`config.mk`:
```
export PLATFORM = sky130hd
export DESIGN_NAME = input_conditioner_flat
export DESIGN_NICKNAME = d
export VERILOG_FILES = /design/src/rtl/input_conditioner_if.sv /design/src/rtl/input_conditioner.sv /design/src/flat_wrapper.sv
export SDC_FILE = /design/constraint.sdc
export NUM_CORES = 1
export LEC_CHECK = 0
export CAP_MARGIN = 20
export CORE_MARGIN = 4
export CORE_UTILIZATION = 40
export CTS_CLUSTER_SIZE = 24
export DETAILED_ROUTE_END_ITERATION = 12
export PLACE_DENSITY = 0.63
export SYNTH_ARGS = -nofsm -noshare
export SYNTH_HDL_FRONTEND = slang
export SYNTH_SLANG_ARGS = --single-unit
```
`constraint.sdc`:
```
create_clock -name clk -period 6.4 [get_ports clk]
set_input_delay 0.96 -clock clk [delete_from_list [all_inputs] [get_ports clk]]
set_output_delay 0.96 -clock clk [all_outputs]
set_load 0.1 [all_outputs]
```
`src/rtl/input_conditioner_if.sv`:
```
// Bundle between the raw button/switch bank and the conditioned outputs of input_conditioner.
// The master side drives raw_in; the slave side (the conditioner) drives everything else.
interface input_conditioner_if;
  logic [7:0] raw_in;
  logic [7:0] level_out;
  logic [7:0] rise_out;
  logic [7:0] fall_out;
  logic       pause_pulse;
  logic       resume_pulse;
  logic [2:0] speed;

  modport master (
    output raw_in,
    input  level_out, rise_out, fall_out, pause_pulse, resume_pulse, speed
  );

  modport slave (
    input  raw_in,
    output level_out, rise_out, fall_out, pause_pulse, resume_pulse, speed
  );
endinterface

```
`src/rtl/input_conditioner.sv`:
```
// Synchronises, debounces and edge-detects the 8-bit ui_in bank, then derives the
// pause/resume request pulses and the 1..6 speed code consumed by speed_controller.
module input_conditioner #(
  parameter int DEBOUNCE_CYCLES = 250000,
  parameter int CNT_W           = 18,
  parameter int STICKY_SPEED    = 1
) (
  input  logic                 clk,
  input  logic                 rst,
  input_conditioner_if.slave   bus
);

  localparam logic [CNT_W-1:0] CNT_MAX  = CNT_W'(DEBOUNCE_CYCLES - 1);
  localparam logic [CNT_W-1:0] CNT_ONE  = CNT_W'(1);
  localparam logic [CNT_W-1:0] CNT_ZERO = CNT_W'(0);

  // Code of the highest set bit of v (bit0 -> 1 ... bit5 -> 6), or dflt when v is empty.
  function automatic logic [2:0] top_code(input logic [5:0] v, input logic [2:0] dflt);
    logic [2:0] code;
    code = dflt;
    for (int b = 0; b < 6; b++) begin
      if (v[b]) begin
        code = 3'(b + 1);
      end
    end
    return code;
  endfunction

  logic [7:0]       s1_q, s1_d;
  logic [7:0]       s2_q, s2_d;
  logic [7:0]       level_q, level_d;
  logic [7:0]       rise_q, rise_d;
  logic [7:0]       fall_q, fall_d;
  logic             pause_q, pause_d;
  logic             resume_q, resume_d;
  logic [2:0]       speed_q, speed_d;
  logic [CNT_W-1:0] cnt_q [8];
  logic [CNT_W-1:0] cnt_d [8];

  // Plain two-flop synchroniser path; nothing but wires between the stages.
  always_comb begin
    s1_d = bus.raw_in;
    s2_d = s1_q;
  end

  // Per-bit debounce: a mismatch must persist for DEBOUNCE_CYCLES edges to be accepted.
  always_comb begin
    level_d = level_q;
    rise_d  = 8'h00;
    fall_d  = 8'h00;
    for (int i = 0; i < 8; i++) begin
      cnt_d[i] = CNT_ZERO;
      if (s2_q[i] != level_q[i]) begin
        if (cnt_q[i] == CNT_MAX) begin
          level_d[i] = s2_q[i];
          rise_d[i]  = s2_q[i];
          fall_d[i]  = ~s2_q[i];
        end else begin
          cnt_d[i] = cnt_q[i] + CNT_ONE;
        end
      end else begin
        cnt_d[i] = CNT_ZERO;
      end
    end
    // Pause wins when both buttons are accepted on the same edge.
    pause_d  = rise_d[0];
    resume_d = rise_d[1] & ~rise_d[0];
  end

  // Speed is derived from registered pulses/levels, so it lags them by one edge.
  always_comb begin
    speed_d = speed_q;
    if (STICKY_SPEED != 0) begin
      speed_d = top_code(rise_q[7:2], speed_q);
    end else begin
      speed_d = top_code({level_q[7:3], 1'b0}, 3'd1);
    end
  end

  // State registers; async reset clears everything and parks speed at 1.
  always_ff @(posedge clk or posedge rst) begin
    if (rst) begin
      s1_q     <= 8'h00;
      s2_q     <= 8'h00;
      level_q  <= 8'h00;
      rise_q   <= 8'h00;
      fall_q   <= 8'h00;
      pause_q  <= 1'b0;
      resume_q <= 1'b0;
      speed_q  <= 3'd1;
      for (int i = 0; i < 8; i++) begin
        cnt_q[i] <= CNT_ZERO;
      end
    end else begin
      s1_q     <= s1_d;
      s2_q     <= s2_d;
      level_q  <= level_d;
      rise_q   <= rise_d;
      fall_q   <= fall_d;
      pause_q  <= pause_d;
      resume_q <= resume_d;
      speed_q  <= speed_d;
      for (int i = 0; i < 8; i++) begin
        cnt_q[i] <= cnt_d[i];
      end
    end
  end

  assign bus.level_out    = level_q;
  assign bus.rise_out     = rise_q;
  assign bus.fall_out     = fall_q;
  assign bus.pause_pulse  = pause_q;
  assign bus.resume_pulse = resume_q;
  assign bus.speed        = speed_q;

endmodule
```
`src/flat_wrapper.sv`:
```
// flat-port wrapper written by rule: the top's interface ports become plain ports
module input_conditioner_flat 
#(
  parameter int DEBOUNCE_CYCLES = 250000,
  parameter int CNT_W           = 18,
  parameter int STICKY_SPEED    = 1
)
  (clk, rst, bus_raw_in, bus_level_out, bus_rise_out, bus_fall_out, bus_pause_pulse, bus_resume_pulse, bus_speed);
  input_conditioner_if bus_i ();
  input  logic clk;
  input  logic rst;
  input wire logic [$bits(bus_i.raw_in)-1:0] bus_raw_in;
  output wire logic [$bits(bus_i.level_out)-1:0] bus_level_out;
  output wire logic [$bits(bus_i.rise_out)-1:0] bus_rise_out;
  output wire logic [$bits(bus_i.fall_out)-1:0] bus_fall_out;
  output wire logic [$bits(bus_i.pause_pulse)-1:0] bus_pause_pulse;
  output wire logic [$bits(bus_i.resume_pulse)-1:0] bus_resume_pulse;
  output wire logic [$bits(bus_i.speed)-1:0] bus_speed;
  assign bus_i.raw_in = bus_raw_in;
  assign bus_level_out = bus_i.level_out;
  assign bus_rise_out = bus_i.rise_out;
  assign bus_fall_out = bus_i.fall_out;
  assign bus_pause_pulse = bus_i.pause_pulse;
  assign bus_resume_pulse = bus_i.resume_pulse;
  assign bus_speed = bus_i.speed;
  input_conditioner #(.DEBOUNCE_CYCLES(DEBOUNCE_CYCLES), .CNT_W(CNT_W), .STICKY_SPEED(STICKY_SPEED)) u_core (.clk(clk), .rst(rst), .bus(bus_i));
endmodule
```
==> reports/qor.csv, run 1 <==
stage,metric,value,unit
drt,Antenna Nets Post-Route,0,
critical_path,crit path cell chain,clkdlybuf4s50_1,
synth,synthesized cell area,8640,um2
global_routing,Total GRT Usage,0.148,
global_routing,global-route wire length before repair,29.2,mm
global_routing,vias in the first global route,5916,
synth,post-synthesis sequential area ratio,0.545,
clocking,clock latency at the later pin of the worst-skew pair,0.42,ns
synth,Async SR Flop Fraction,1.00,
placed_design,Port Buf Inserts,38,
floorplanning,I/O pin cnt,39,
critical_path,CP Capture Type,output pin,
drt,routed vias/inst,5.23,
drt,Initial DRC Count,319,
sta,final number of hold-violating endpoints,0,
clocking,CTS tree,built,
global_routing,maximum number of pins on one net before global-route repair,138,
placed_design,Setup WS pre-CTS,3.46,ns
sta,slew at the pin closest to its max-slew limit,1.05,ns
cells_and_area,synthesis-to-layout area growth,15.3,%
critical_path,CP Data Arrival Time,2.08,ns
cells_and_area,layout cell share with drive strength beyond 1,0.0697,
drt,WL/cell,14.5,um
floorplanning,initial core utilization,0.408,
floorplanning,Die H,155,um
drt,Pre-Repair DR Iteration Count,4,
critical_path,"delay-heaviest family, CP",buffers and inverters,
sta,Tmin final,3.04,ns
synth,Mapped Avg Cell Area,10.5,um2
drt,final wirelength,16.9,mm
sta,Relative slew margins,0.295,
floorplanning,Die ar.,24000,um2
critical_path,Critical Path Slowest Stage Cell,clkdlybuf4s50_1,
sta,final number of setup-violating endpoints,0,
flow_run,MaxCap Viol Count,0,
floorplanning,DIE WIDTH,155,um
sta,slack of the critical path,3.36,ns
synth,post-synthesis register bit count,188,
sta,setup TNS,0,ns
power,PwrDens,232,nW/um2
synth,Yosys Warn Count,0,
clocking,Clock H-tree levels,4,
clocking,CTS Hold Bufs,0,
clocking,"CTS clk-pin slew, worst paths",0.07,ns
critical_path,buffers plus inverters on the worst setup path,1,
hold_path,Hold WC Path Type,reg -> reg,
clocking,CTS sink cnt,188,
sta,Max Fclk,329,MHz
clocking,CTS Buffer Depth,2,
sta,final clock skew,0.00868,ns
critical_path,Worst Path Max Fanout,2,
clocking,Post-CTS Setup Repair Bufs,0,
synth,Yosys cell types,49,
global_routing,GR Overflow Total,0,
critical_path,Crit path largest cell delay,1.12,ns
synth,Synth Net Count,842,
floorplanning,Core Rows,53,
cells_and_area,antenna cells,0,
clocking,Inserted Clock Buffers,17,
critical_path,required time worst endpoint,5.44,ns
sta,Final Max Slew Viols,0,
power,Lkg Pwr,3.92,nW
sta,RSZ-0062 raised after global routing,false,
synth,Post-synth EDFFs,0,
clocking,Root Buffer,clkbuf_16,
run_status,status,finished clean,
power,VDD IR max,0.000147,V
drt,vias,6092,
cells_and_area,Layout Utilization,0.471,
drt,drt drc,0,
critical_path,Setup CP Type,reg -> out,
placed_design,gpl congestion,0.805,
placed_design,hpwl dp,11.4,mm
cells_and_area,nets,894,
clocking,PostCTS Resize Cnt,0,
cells_and_area,highest-count cells in the layout ignoring fill and taps,"dfrtp_1, nor2_1, xnor2_1, nand3_1",
sta,crit share post-route,0.475,
synth,Syn Inst Count,824,
cells_and_area,Layout fillers,1940,
critical_path,startpoint types,flip-flop,
floorplanning,total core area,21200,um2
synth,predominant post-synthesis flop cell,dfrtp_1,
global_routing,initial antenna violation count,0,
cells_and_area,"most common cell after layout, fill and taps aside",dfrtp_1,
[through the flow]
step	cell area (um2)	total power, mW	hold WS [ns]	instances
after floorplan	8640	1.29	0.331	824
final	9960	2.32	0.351	1164
after CTS	9950	2.36	0.350	1163
after global routing	9960	2.42	0.357	1164
after detailed placement	9380	1.32	0.336	1131
after global placement	9380	1.32	0.332	1131
[where the power goes]
group / switching, mW / leakage, nW / internal [mW]
sequential: 0.0172 / 2.57 / 1.21
clock: 0.469 / 0.267 / 0.554
combinational: 0.0479 / 1.09 / 0.0227
total: 0.534 / 3.92 / 1.78
[Yosys cell counts, types with 2 or more instances]
| cell type | number | share of area |
|---|---|---|
| nor2_1 | 148 | 0.064 |
| buf_2 | 2 | 0.0012 |
| a21oi_1 | 11 | 0.0064 |
| nor4_1 | 39 | 0.028 |
| or3_1 | 5 | 0.0036 |
| o41ai_2 | 5 | 0.0094 |
| mux2_2 | 7 | 0.0091 |
| or4_1 | 19 | 0.017 |
| o21ai_0 | 3 | 0.0017 |
| nor4b_1 | 4 | 0.0041 |
| ha_1 | 8 | 0.012 |
| nand2b_1 | 3 | 0.0022 |
| o211a_1 | 2 | 0.0023 |
| o31ai_1 | 8 | 0.0070 |
| or2_2 | 3 | 0.0022 |
| inv_1 | 27 | 0.012 |
| xor2_1 | 30 | 0.030 |
| and3_1 | 11 | 0.0080 |
| nand4_1 | 39 | 0.028 |
| dfrtp_1 | 187 | 0.54 |
| nand2_1 | 35 | 0.015 |
| nand3_1 | 53 | 0.031 |
| nor3_1 | 27 | 0.016 |
| nor3b_1 | 14 | 0.012 |
| buf_4 | 2 | 0.0017 |
| or4b_1 | 5 | 0.0058 |
| clkbuf_1 | 6 | 0.0026 |
| xnor2_1 | 94 | 0.095 |
| and4_1 | 7 | 0.0071 |
[cell type report]
class	count	area (um2)	share of cell area
flip-flops and latches	188	4710	0.472
multi-input cells	599	3810	0.382
clock buffers	18	439	0.0441
repair buffers	43	418	0.0420
well taps	275	344	0.0345
clock inverters	14	136	0.0137
inverters	27	109	0.0109
[layer usage]
metal  routed length, um  up-vias  global-route usage  part of all wire
li1                    -     3031                   -                 -
met1                8370     2960               0.211              0.50
met4                 233        0              0.0454             0.014
met3                 467       14              0.0314             0.028
met2                7790       87               0.227              0.46
met5                   0        -                   0                 0
[registers in the layout (all words and copies together) (netlist names)]
register and flops:
u_core.bus.speed 3, u_core.s2_q 8, u_core.bus.level_out 8, u_core.cnt_q 144
u_core.bus.rise_out 8, u_core.bus.fall_out 8, u_core.s1_q 8, u_core.bus.resume_pulse 1
[cells by family after synthesis]
group                      count (synthesis)  synth area share
buffers and inverters                     37            0.0172
DFF                                      188             0.545
xor gates and xnor gates                 124             0.126
AOI/OAI and AO/OA                         38            0.0371
muxes                                      8            0.0109
and+or+nand+nor                          421             0.253
adders and majority gates                  8            0.0116
[final timing paths]
| path | end | startpoint | cells past startpoint | slack (ns) |
|---|---|---|---|---|
| min in group asynchronous | u_core.bus.level_out[3]$_DFFE_PP0P_ | rst | 2 | 1.11 |
| max reg2reg | u_core.bus.rise_out[6]$_DFF_PP0_ | u_core.cnt_q[31]$_DFF_PP0_ | 4 | 3.96 |
| min | u_core.s2_q[1]$_DFF_PP0_ | u_core.s1_q[1]$_DFF_PP0_ | 0 | 0.35 |
| max in group asynchronous | u_core.cnt_q[118]$_DFF_PP0_ | rst | 3 | 4.00 |
| max | bus_speed[0] | u_core.bus.speed[0]$_DFFE_PP1P_ | 1 | 3.36 |
| min reg2reg | u_core.s2_q[1]$_DFF_PP0_ | u_core.s1_q[1]$_DFF_PP0_ | 0 | 0.35 |
Power figures use the tool's default switching activity.
==> run 2, diff against run 1 <==
- PLACE_DENSITY: 0.63 -> 0.61
- clock period: 6.4 -> 2.8 ns (I/O delays scaled with it)
==> reports/qor.csv, run 2 (synthesis gave the netlist of run 1 again) <==
stage,metric,value,unit,change
critical_path,Worst Path Max Fanout,6,,was 2
clocking,PostCTS Resize Cnt,0,,unchanged
drt,Pre-Repair DR Iteration Count,4,,unchanged
global_routing,GR Overflow Total,0,,unchanged
clocking,CTS tree,built,,unchanged
placed_design,gpl congestion,0.800,,was 0.805
global_routing,maximum number of pins on one net before global-route repair,138,,unchanged
clocking,CTS Buffer Depth,2,,unchanged
floorplanning,initial core utilization,0.408,,unchanged
sta,Max Fclk,448,MHz,
power,switching power,1.25,mW,was 0.534 mW
floorplanning,I/O pin cnt,39,,unchanged
critical_path,crit path cell chain,"or4b_1, or3_4, nor4_2, mux2_2",,was clkdlybuf4s50_1
critical_path,Crit path largest cell delay,0.55,ns,was 1.12 ns
cells_and_area,layout cell share with drive strength beyond 1,0.110,,was 0.0697
clocking,CTS sink cnt,188,,unchanged
run_status,status,finished clean,,unchanged
sta,final number of setup-violating endpoints,0,,unchanged
clocking,Clock H-tree levels,4,,unchanged
sta,crit share post-route,0.798,,
sta,Final Max Slew Viols,0,,unchanged
power,VDD IR max,0.000325,V,was 0.000147 V
drt,final wirelength,16.6,mm,was 16.9 mm
flow_run,MaxCap Viol Count,0,,unchanged
cells_and_area,highest-count cells in the layout ignoring fill and taps,"dfrtp_1, nor2_1, xnor2_1, nand3_1, buf_4",,"was dfrtp_1, nor2_1, xnor2_1, nand3_1"
cells_and_area,antenna cells,0,,unchanged
cells_and_area,Layout Utilization,0.470,,was 0.471
cells_and_area,nets,903,,was 894
hold_path,Hold WC Path Type,reg -> reg,,unchanged
power,Net Sw Frac,0.235,,was 0.231
critical_path,Critical Path Slowest Stage Cell,or4b_1,,was clkdlybuf4s50_1
cells_and_area,"most common cell after layout, fill and taps aside",dfrtp_1,,unchanged
power,combinational share of power,0.032,,was 0.030
critical_path,buffers plus inverters on the worst setup path,0,,was 1
floorplanning,DIE WIDTH,155,um,unchanged
sta,Tmin final,2.23,ns,
power,PwrDens,536,nW/um2,was 232 nW/um2
placed_design,Port Buf Inserts,38,,unchanged
global_routing,Total GRT Usage,0.147,,was 0.148
power,part of the power in registers,0.525,,was 0.528
clocking,CTS Hold Bufs,0,,unchanged
global_routing,global-route wire length before repair,29.4,mm,was 29.2 mm
critical_path,Setup CP Type,reg -> reg,,was reg -> out
sta,final clock skew,0.0103,ns,was 0.00868 ns
drt,drt drc,0,,unchanged
critical_path,CP Capture Type,flip-flop,,was output pin
cells_and_area,Biggest register,u_core.cnt_q,,unchanged
global_routing,vias in the first global route,5979,,was 5916
sta,RSZ-0062 raised after global routing,false,,unchanged
floorplanning,Die H,155,um,unchanged
clocking,clock latency at the later pin of the worst-skew pair,0.42,ns,about the same
clocking,Root Buffer,clkbuf_16,,unchanged
sta,final number of hold-violating endpoints,0,,unchanged
drt,vias,6054,,was 6092
critical_path,startpoint types,flip-flop,,unchanged
clocking,Inserted Clock Buffers,17,,unchanged
cells_and_area,synthesis-to-layout area growth,15.1,%,was 15.3%
critical_path,required time worst endpoint,3.11,ns,was 5.44 ns
cells_and_area,Layout fillers,1921,,was 1940
sta,Relative slew margins,0.518,,was 0.295
clocking,Post-CTS Setup Repair Bufs,0,,unchanged
power,clock share of power,0.444,,was 0.442
floorplanning,total core area,21200,um2,unchanged
floorplanning,Core Rows,53,,unchanged
drt,WL/cell,14.2,um,was 14.5 um
drt,Antenna Nets Post-Route,0,,unchanged
cells_and_area,Largest register FFs,144,,unchanged
critical_path,"delay-heaviest family, CP",simple AND/OR/NAND/NOR gates,,was buffers and inverters
power,Int Pwr,4.08,mW,was 1.78 mW
placed_design,Setup WS pre-CTS,0.578,ns,was 3.46 ns
global_routing,initial antenna violation count,0,,unchanged
power,Lkg Pwr,4.00,nW,was 3.92 nW
placed_design,hpwl dp,11.4,mm,about the same
clocking,"CTS clk-pin slew, worst paths",0.07,ns,about the same
drt,Initial DRC Count,345,,was 319
sta,slack of the critical path,0.566,ns,was 3.36 ns
drt,routed vias/inst,5.17,,was 5.23
floorplanning,Die ar.,24000,um2,unchanged
critical_path,CP Data Arrival Time,2.54,ns,was 2.08 ns
sta,slew at the pin closest to its max-slew limit,0.723,ns,was 1.05 ns
## run 2: changes by cell type in the layout (fill, tap and decap cells not counted), moves of 2 or more
cell	change
buf_4	+37
inv_6	+4
clkinvlp_4	-2
clkdlybuf4s50_1	-29
clkinv_4	-2
o41ai_4	-2
o41ai_2	+2
## run 2: cell type report
class                      instances  area (um2)  share of cell area
sequential                       188        4710               0.473
multi-input combinational        599        3790               0.381
clock buffer                      17         425              0.0428
timing repair buffer              52         425              0.0428
tap                              275         344              0.0346
clock inverter                    14         154              0.0155
inverter                          27         105              0.0106
## run 2: per-stage QoR
step | hold slack (ns) | TNS, ns | power, mW | cells | area (um2)
2_1_floorplan | 0.331 | -7.42 | 2.95 | 824 | 8640
3_3_place_gp | 0.333 | 0 | 3.02 | 1141 | 9370
3_5_place_dp | 0.339 | 0 | 3.02 | 1141 | 9370
4_1_cts | 0.355 | 0 | 5.41 | 1172 | 9950
5_1_grt | 0.365 | 0 | 5.56 | 1172 | 9950
6_report | 0.352 | 0 | 5.33 | 1172 | 9950
## run 2: power by group through the flow
stage	logic (mW)	registers [mW]	clock network, mW
2_1_floorplan	0.114	2.84	0
3_3_place_gp	0.175	2.84	0
3_5_place_dp	0.175	2.85	0
4_1_cts	0.177	2.79	2.44
5_1_grt	0.197	2.80	2.57
6_report	0.170	2.79	2.36
## run 2: worst paths after layout
kind / cells past startpoint / startpoint / slack [ns] / to
worst min-delay path: 0 / u_core.s1_q[6]$_DFF_PP0_ / 0.35 / u_core.s2_q[6]$_DFF_PP0_
worst max-delay path: 4 / u_core.cnt_q[139]$_DFF_PP0_ / 0.57 / u_core.bus.level_out[0]$_DFFE_PP0P_
max in group asynchronous: 3 / rst / 1.71 / u_core.cnt_q[123]$_DFF_PP0_
worst max register to register: 4 / u_core.cnt_q[139]$_DFF_PP0_ / 0.57 / u_core.bus.level_out[0]$_DFFE_PP0P_
min in group asynchronous: 3 / rst / 0.56 / u_core.s1_q[5]$_DFF_PP0_
worst min register to register: 0 / u_core.s1_q[6]$_DFF_PP0_ / 0.35 / u_core.s2_q[6]$_DFF_PP0_
## run 2: layer usage
| metal | track usage | up-vias | part of all wire | wire (um) |
|---|---|---|---|---|
| li1 | - | 3039 | - | - |
| met1 | 0.213 | 2938 | 0.51 | 8390 |
| met2 | 0.219 | 63 | 0.45 | 7390 |
| met3 | 0.0381 | 14 | 0.035 | 580 |
| met4 | 0.0395 | 0 | 0.014 | 224 |
| met5 | 0 | - | 0 | 0 |
